File: src/rtl/audio_pkg.sv
// audio_pkg: shared types and constants for the audio SDRAM path
package audio_pkg;
  localparam int SDRAM_ADDR_W = 23;
  localparam int SDRAM_DATA_W = 32;
  localparam logic [7:0] ARB_TIMEOUT = 8'd255;
  typedef enum logic [1:0] {IDLE, ISSUE, WAIT_RD, DONE} arb_state_t;
endpackage

File: src/rtl/arb_pick.sv
// arb_pick: combinational winner select; round-robin from start when SDRAM_ARB_RR_EN is defined, else fixed priority
module arb_pick #(
  parameter int N = 3
) (
  input  logic [N-1:0]         pend,
`ifdef SDRAM_ARB_RR_EN
  input  logic [$clog2(N)-1:0] start,
`endif
  output logic [N-1:0]         grant,
  output logic                 valid
);
  assign valid = |pend;
`ifdef SDRAM_ARB_RR_EN
  localparam int IW = $clog2(N);
  logic [IW:0]   sum;
  logic [IW-1:0] k;
  // scan farthest offset first so the nearest pending requester wins last
  always_comb begin
    grant = '0;
    sum = '0;
    k = '0;
    for (int i = N - 1; i >= 0; i--) begin
      sum = {1'b0, start} + (IW + 1)'(i);
      k = (sum >= (IW + 1)'(N)) ? IW'(sum - (IW + 1)'(N)) : IW'(sum);
      if (pend[k]) begin
        grant = '0;
        grant[k] = 1'b1;
      end
    end
  end
`else
  always_comb begin
    grant = '0;
    for (int i = N - 1; i >= 0; i--)
      if (pend[i]) begin
        grant = '0;
        grant[i] = 1'b1;
      end
  end
`endif
endmodule

File: src/rtl/sdram_arbiter.sv
// sdram_arbiter: single-outstanding arbiter of NUM_REQ cores onto one SDRAM controller port
// SDRAM_ARB_RR_EN selects round-robin arbitration; fixed priority (index 0 highest) otherwise
module sdram_arbiter
  import audio_pkg::*;
#(
  parameter int NUM_REQ = 3,
  parameter int ADDR_W  = SDRAM_ADDR_W
) (
  input  logic                                   i_clk,
  input  logic                                   i_rst,
  input  logic [NUM_REQ-1:0]                     req_read,
  input  logic [NUM_REQ-1:0]                     req_write,
  input  logic [NUM_REQ-1:0][ADDR_W-1:0]         req_addr,
  input  logic [NUM_REQ-1:0][SDRAM_DATA_W-1:0]   req_writedata,
  output logic [SDRAM_DATA_W-1:0]                req_readdata,
  output logic [NUM_REQ-1:0]                     req_finished,
  output logic [ADDR_W-1:0]                      sdram_addr,
  output logic                                   sdram_read,
  output logic                                   sdram_write,
  output logic [SDRAM_DATA_W-1:0]                sdram_writedata,
  input  logic [SDRAM_DATA_W-1:0]                sdram_readdata,
  input  logic                                   sdram_readdatavalid,
  input  logic                                   sdram_waitrequest
);
  arb_state_t state, state_n;
  logic [NUM_REQ-1:0] pick, win;
  logic pick_v, op_rd, sel_rd, cmd_rd;
  logic [ADDR_W-1:0] sel_addr;
  logic [SDRAM_DATA_W-1:0] sel_data;
  logic [7:0] wd;
`ifdef SDRAM_ARB_RR_EN
  localparam int IW = $clog2(NUM_REQ);
  logic [IW-1:0] ptr, nxt;
  always_comb begin
    nxt = '0;
    for (int i = 0; i < NUM_REQ; i++)
      if (win[i]) nxt = (i == NUM_REQ - 1) ? '0 : IW'(i + 1);
  end
`endif
  arb_pick #(.N(NUM_REQ)) u_pick (
    .pend  (req_read | req_write),
`ifdef SDRAM_ARB_RR_EN
    .start (ptr),
`endif
    .grant (pick),
    .valid (pick_v)
  );
  // read wins when a requester raises both
  always_comb begin
    sel_rd = 1'b0;
    sel_addr = '0;
    sel_data = '0;
    for (int i = 0; i < NUM_REQ; i++)
      if (pick[i]) begin
        sel_rd = req_read[i];
        sel_addr = req_addr[i];
        sel_data = req_writedata[i];
      end
  end
  always_comb begin
    state_n = state;
    case (state)
      IDLE:    state_n = pick_v ? ISSUE : IDLE;
      ISSUE:   state_n = !sdram_waitrequest ? (op_rd ? WAIT_RD : DONE) : (wd == ARB_TIMEOUT ? DONE : ISSUE);
      WAIT_RD: state_n = (sdram_readdatavalid || wd == ARB_TIMEOUT) ? DONE : WAIT_RD;
      default: state_n = IDLE;
    endcase
  end
  assign cmd_rd = (state == IDLE) ? sel_rd : op_rd;
  always_ff @(posedge i_clk) begin
    if (!i_rst) begin
      state <= IDLE;
      win <= '0;
      op_rd <= 1'b0;
      wd <= '0;
      req_readdata <= '0;
      req_finished <= '0;
      sdram_addr <= '0;
      sdram_read <= 1'b0;
      sdram_write <= 1'b0;
      sdram_writedata <= '0;
`ifdef SDRAM_ARB_RR_EN
      ptr <= '0;
`endif
    end else begin
      state <= state_n;
      wd <= (state == ISSUE || state == WAIT_RD) ? wd + 8'd1 : '0;
      if (state == IDLE && pick_v) begin
        win <= pick;
        op_rd <= sel_rd;
        sdram_addr <= sel_addr;
        sdram_writedata <= sel_data;
      end
      sdram_read <= (state_n == ISSUE) && cmd_rd;
      sdram_write <= (state_n == ISSUE) && !cmd_rd;
      req_finished <= (state_n == DONE) ? win : '0;
      if (state == WAIT_RD && sdram_readdatavalid) req_readdata <= sdram_readdata;
`ifdef SDRAM_ARB_RR_EN
      if (state_n == DONE && state != DONE) ptr <= nxt;
`endif
    end
  end
endmodule
File: config.mk
export PLATFORM = sky130hd
export DESIGN_NAME = sdram_arbiter
export DESIGN_NICKNAME = d
export VERILOG_FILES = /design/src/rtl/audio_pkg.sv /design/src/rtl/arb_pick.sv /design/src/rtl/sdram_arbiter.sv
export SDC_FILE = /design/constraint.sdc
export NUM_CORES = 1
export LEC_CHECK = 0
export CAP_MARGIN = 20
export CORE_MARGIN = 4
export CORE_UTILIZATION = 35
export CTS_BUF_LIST = sky130_fd_sc_hd__clkbuf_4 sky130_fd_sc_hd__clkbuf_8
export CTS_CLUSTER_DIAMETER = 120
export CTS_CLUSTER_SIZE = 25
export DETAILED_ROUTE_END_ITERATION = 10
export PLACE_DENSITY = 0.88
export SYNTH_ARGS = -nofsm -noshare
export SYNTH_HDL_FRONTEND = slang
export SYNTH_SLANG_ARGS = --single-unit
File: constraint.sdc
create_clock -name i_clk -period 2.26 [get_ports i_clk]
set_clock_uncertainty 0.1 [all_clocks]
set_input_delay 0.452 -clock i_clk [delete_from_list [all_inputs] [get_ports i_clk]]
set_output_delay 0.452 -clock i_clk [all_outputs]
set_load 0.03 [all_outputs]
==> run summary <==
run status = completed
r2r startpoint = state[1]$_SDFF_PN0_
Max Clock Freq = 500 MHz
Setup Viol. Count Final = 0
ys flop type = dfxtp_1
num rows = 42
R2R Path End = sdram_addr[10]$_SDFFE_PN0N_
crit-path cells = clkdlybuf4s50_1
Pins Over Slew Limit = 0
Reg area = 2120 sq um
post-CTS setup buffer count = 0
CP max FO = 2
global route overflow = 0
overall die area = 15500 sq um
Int Power = 3510 uW
Comb pwr share = 0.356
Port Buffers = 298
IO Count = 299
Final GP Congestion = 0.841
Worst R2R Path Depth = 8
Worst Hold Launch = wd[0]$_SDFF_PN0_
Syn-to-layout area delta = 70.8%
Clk pwr share = 0.231
Yosys Warn Count = 0
CP Launch Type = flop
Mapped Cells = 605
Max stage delay on crit path = 700 ps
starting DRC count in detailed routing = 296
Util after Layout = 0.611
sequential power share = 0.414
Max H-tree Level = 3
unique cell type count in the Yosys netlist = 36
critical path data required time = 1710 ps
Tightest Pin Transition = 392 ps
Period minus WS final = 2000 ps
post-route clock period utilization = 0.886
Tot Pwr = 5250 uW
Initial Utilization = 0.358
Vias = 5439
Max Cap Violations = 0
Min-Delay Path Class = flop to flop
first drt pass iteration count = 4
clock sinks = 106
DRC = 0
Post-Route WL = 17600 um
vias in the first global route = 5463
Core Area = 13300 sq um
unrepaired setup endpoints after global routing = false
Clock Path Buffers = 2
Post-DRT Antenna Nets = 0
CP max stage cell = clkdlybuf4s50_1
die width = 125 um
cell count along the critical path = 1
Fin. Hold Viols = 0
Leakage = 0.00280 uW
Cell Pwr Density = 646 nW/um^2
Worst Setup EP = sdram_addr[14]
Top delay family on crit path = buffers and inverters
n_diodes = 0
hpwl dp = 13100 um
area of the multi-input gates = 2330 sq um
nets@finish = 1093
GRT Overall Usage = 0.214
Synth area leader = dfxtp_1
R2R Setup Slk = 370 ps
Die H = 125 um
hold buffer count at cts = 0
CP Data Arrival Time = 1450 ps
CTS tree = done
nature of the critical path endpoint = output port
total net switching power = 1740 uW
post_cts resized = 0
ys async rst share = 0
Sw Ratio = 0.332
pin count of the biggest net entering global routing = 58
Yosys reg bits = 106
worst setup path startpoint = sdram_addr[14]$_SDFFE_PN0N_
Bufs and invs on worst path = 1
Worst-path clk slew = 100 ps
first-pass GRT wire length = 27000 um
Syn Area/Cell = 7.87 sq um
CTS root buffer = clkbuf_8
Mapped Nets = 817
Worst slew margin = 0.738
DR vias/cell = 5.12
critical path class = flop to output port
Clock Latency Late Sink = 360 ps
area of the mapped netlist = 4760 sq um
wire length per cell = 16.5 um
initial antenna violation count = 0
total CTS buffers = 9
area share of the largest cell type after synthesis = 0.446
Layout fillers = 1159
share of cells above drive strength 1 = 0.0508
post-synthesis sequential area ratio = 0.446
Area contributors post-synth = dfxtp_1 45%, nand2_1 9.7%, a31oi_1 7.4%
VDD IR-drop max = 0.393 mV
Post-synth EDFFs = 0
power by group through the flow:
stage | clock network (uW) | logic, uW | registers, uW
after floorplan | 0 | 566 | 2560
after global placement | 0 | 1850 | 2210
after detailed placement | 0 | 1870 | 2210
after CTS | 1250 | 1880 | 2170
after global routing | 1330 | 1980 | 2200
final | 1210 | 1870 | 2170
layout by cell type (no fill, tap or decap), types with 8 or more instances in the layout:
master,count
o21ai_0,44
dfxtp_1,106
a31oi_1,56
nand2_1,123
buf_12,8
clkdlybuf4s50_1,297
a21oi_1,58
a21boi_0,32
nor2_1,10
o21ai_1,70
buf_4,12
clkbuf_8,10
sequential cells by signal (all words and copies together), names as in the netlist:
name	cells
op_rd	1
req_finished	3
req_readdata	32
sdram_addr	23
sdram_read	1
sdram_write	1
sdram_writedata	32
state	2
wd	8
win	3
per-layer routing:
metal	vias to the layer above	share of wire	global-route usage	wire length, um
li1	2673	-	-	-
met1	2460	0.37	0.215	6470
met2	253	0.50	0.385	8720
met3	53	0.088	0.0708	1550
met4	0	0.047	0.120	818
met5	-	0	0	0
cell usage after synthesis, types with 5 or more instances:
cell / n
nand2_1: 123
dfxtp_1: 106
o21ai_1: 70
a21oi_1: 58
a31oi_1: 56
o21ai_0: 44
a21boi_0: 32
clkbuf_1: 30
nor2_1: 11
buf_6: 9
buf_2: 7
buf_4: 7
inv_1: 7
ha_1: 5
worst min-delay path by stage:
stage | endpoint | cells past startpoint
6_report | wd[0]$_SDFF_PN0_ | 1
5_1_grt | req_readdata[25]$_SDFFE_PN0P_ | 2
4_1_cts | wd[0]$_SDFF_PN0_ | 1
3_5_place_dp | wd[0]$_SDFF_PN0_ | 1
3_3_place_gp | wd[0]$_SDFF_PN0_ | 1
2_1_floorplan | wd[0]$_SDFF_PN0_ | 1
cell families after synthesis:
kind of cell	Yosys count	synth area share
xor+xnor	5	0.00920
simple gates	160	0.142
fa+ha+maj	5	0.0131
buf+inv	61	0.0697
compound gates	268	0.320
flops	106	0.446
layout make-up:
type | count | area share
repair buffers | 318 | 0.397
clock inverters | 6 | 0.00800
inverters | 8 | 0.00369
well taps | 176 | 0.0271
flip-flops and latches | 106 | 0.261
clock buffers | 10 | 0.0169
multi-input cells | 438 | 0.286
stage by stage:
| step | setup TNS, ps | std cells | hold WS (ps) | setup WS (ps) | instance area, sq um |
|---|---|---|---|---|---|
| 3_5_place_dp | -4.83 | 1046 | 335 | -4.83 | 7930 |
| 6_report | 0 | 1062 | 349 | 259 | 8130 |
| 2_1_floorplan | 0 | 605 | 318 | 668 | 4760 |
| 5_1_grt | 0 | 1062 | 393 | 173 | 8130 |
| 4_1_cts | 0 | 1062 | 351 | 230 | 8130 |
| 3_3_place_gp | 0 | 1046 | 331 | 52.1 | 7930 |
No activity file was read; power rests on OpenSTA's default activity.
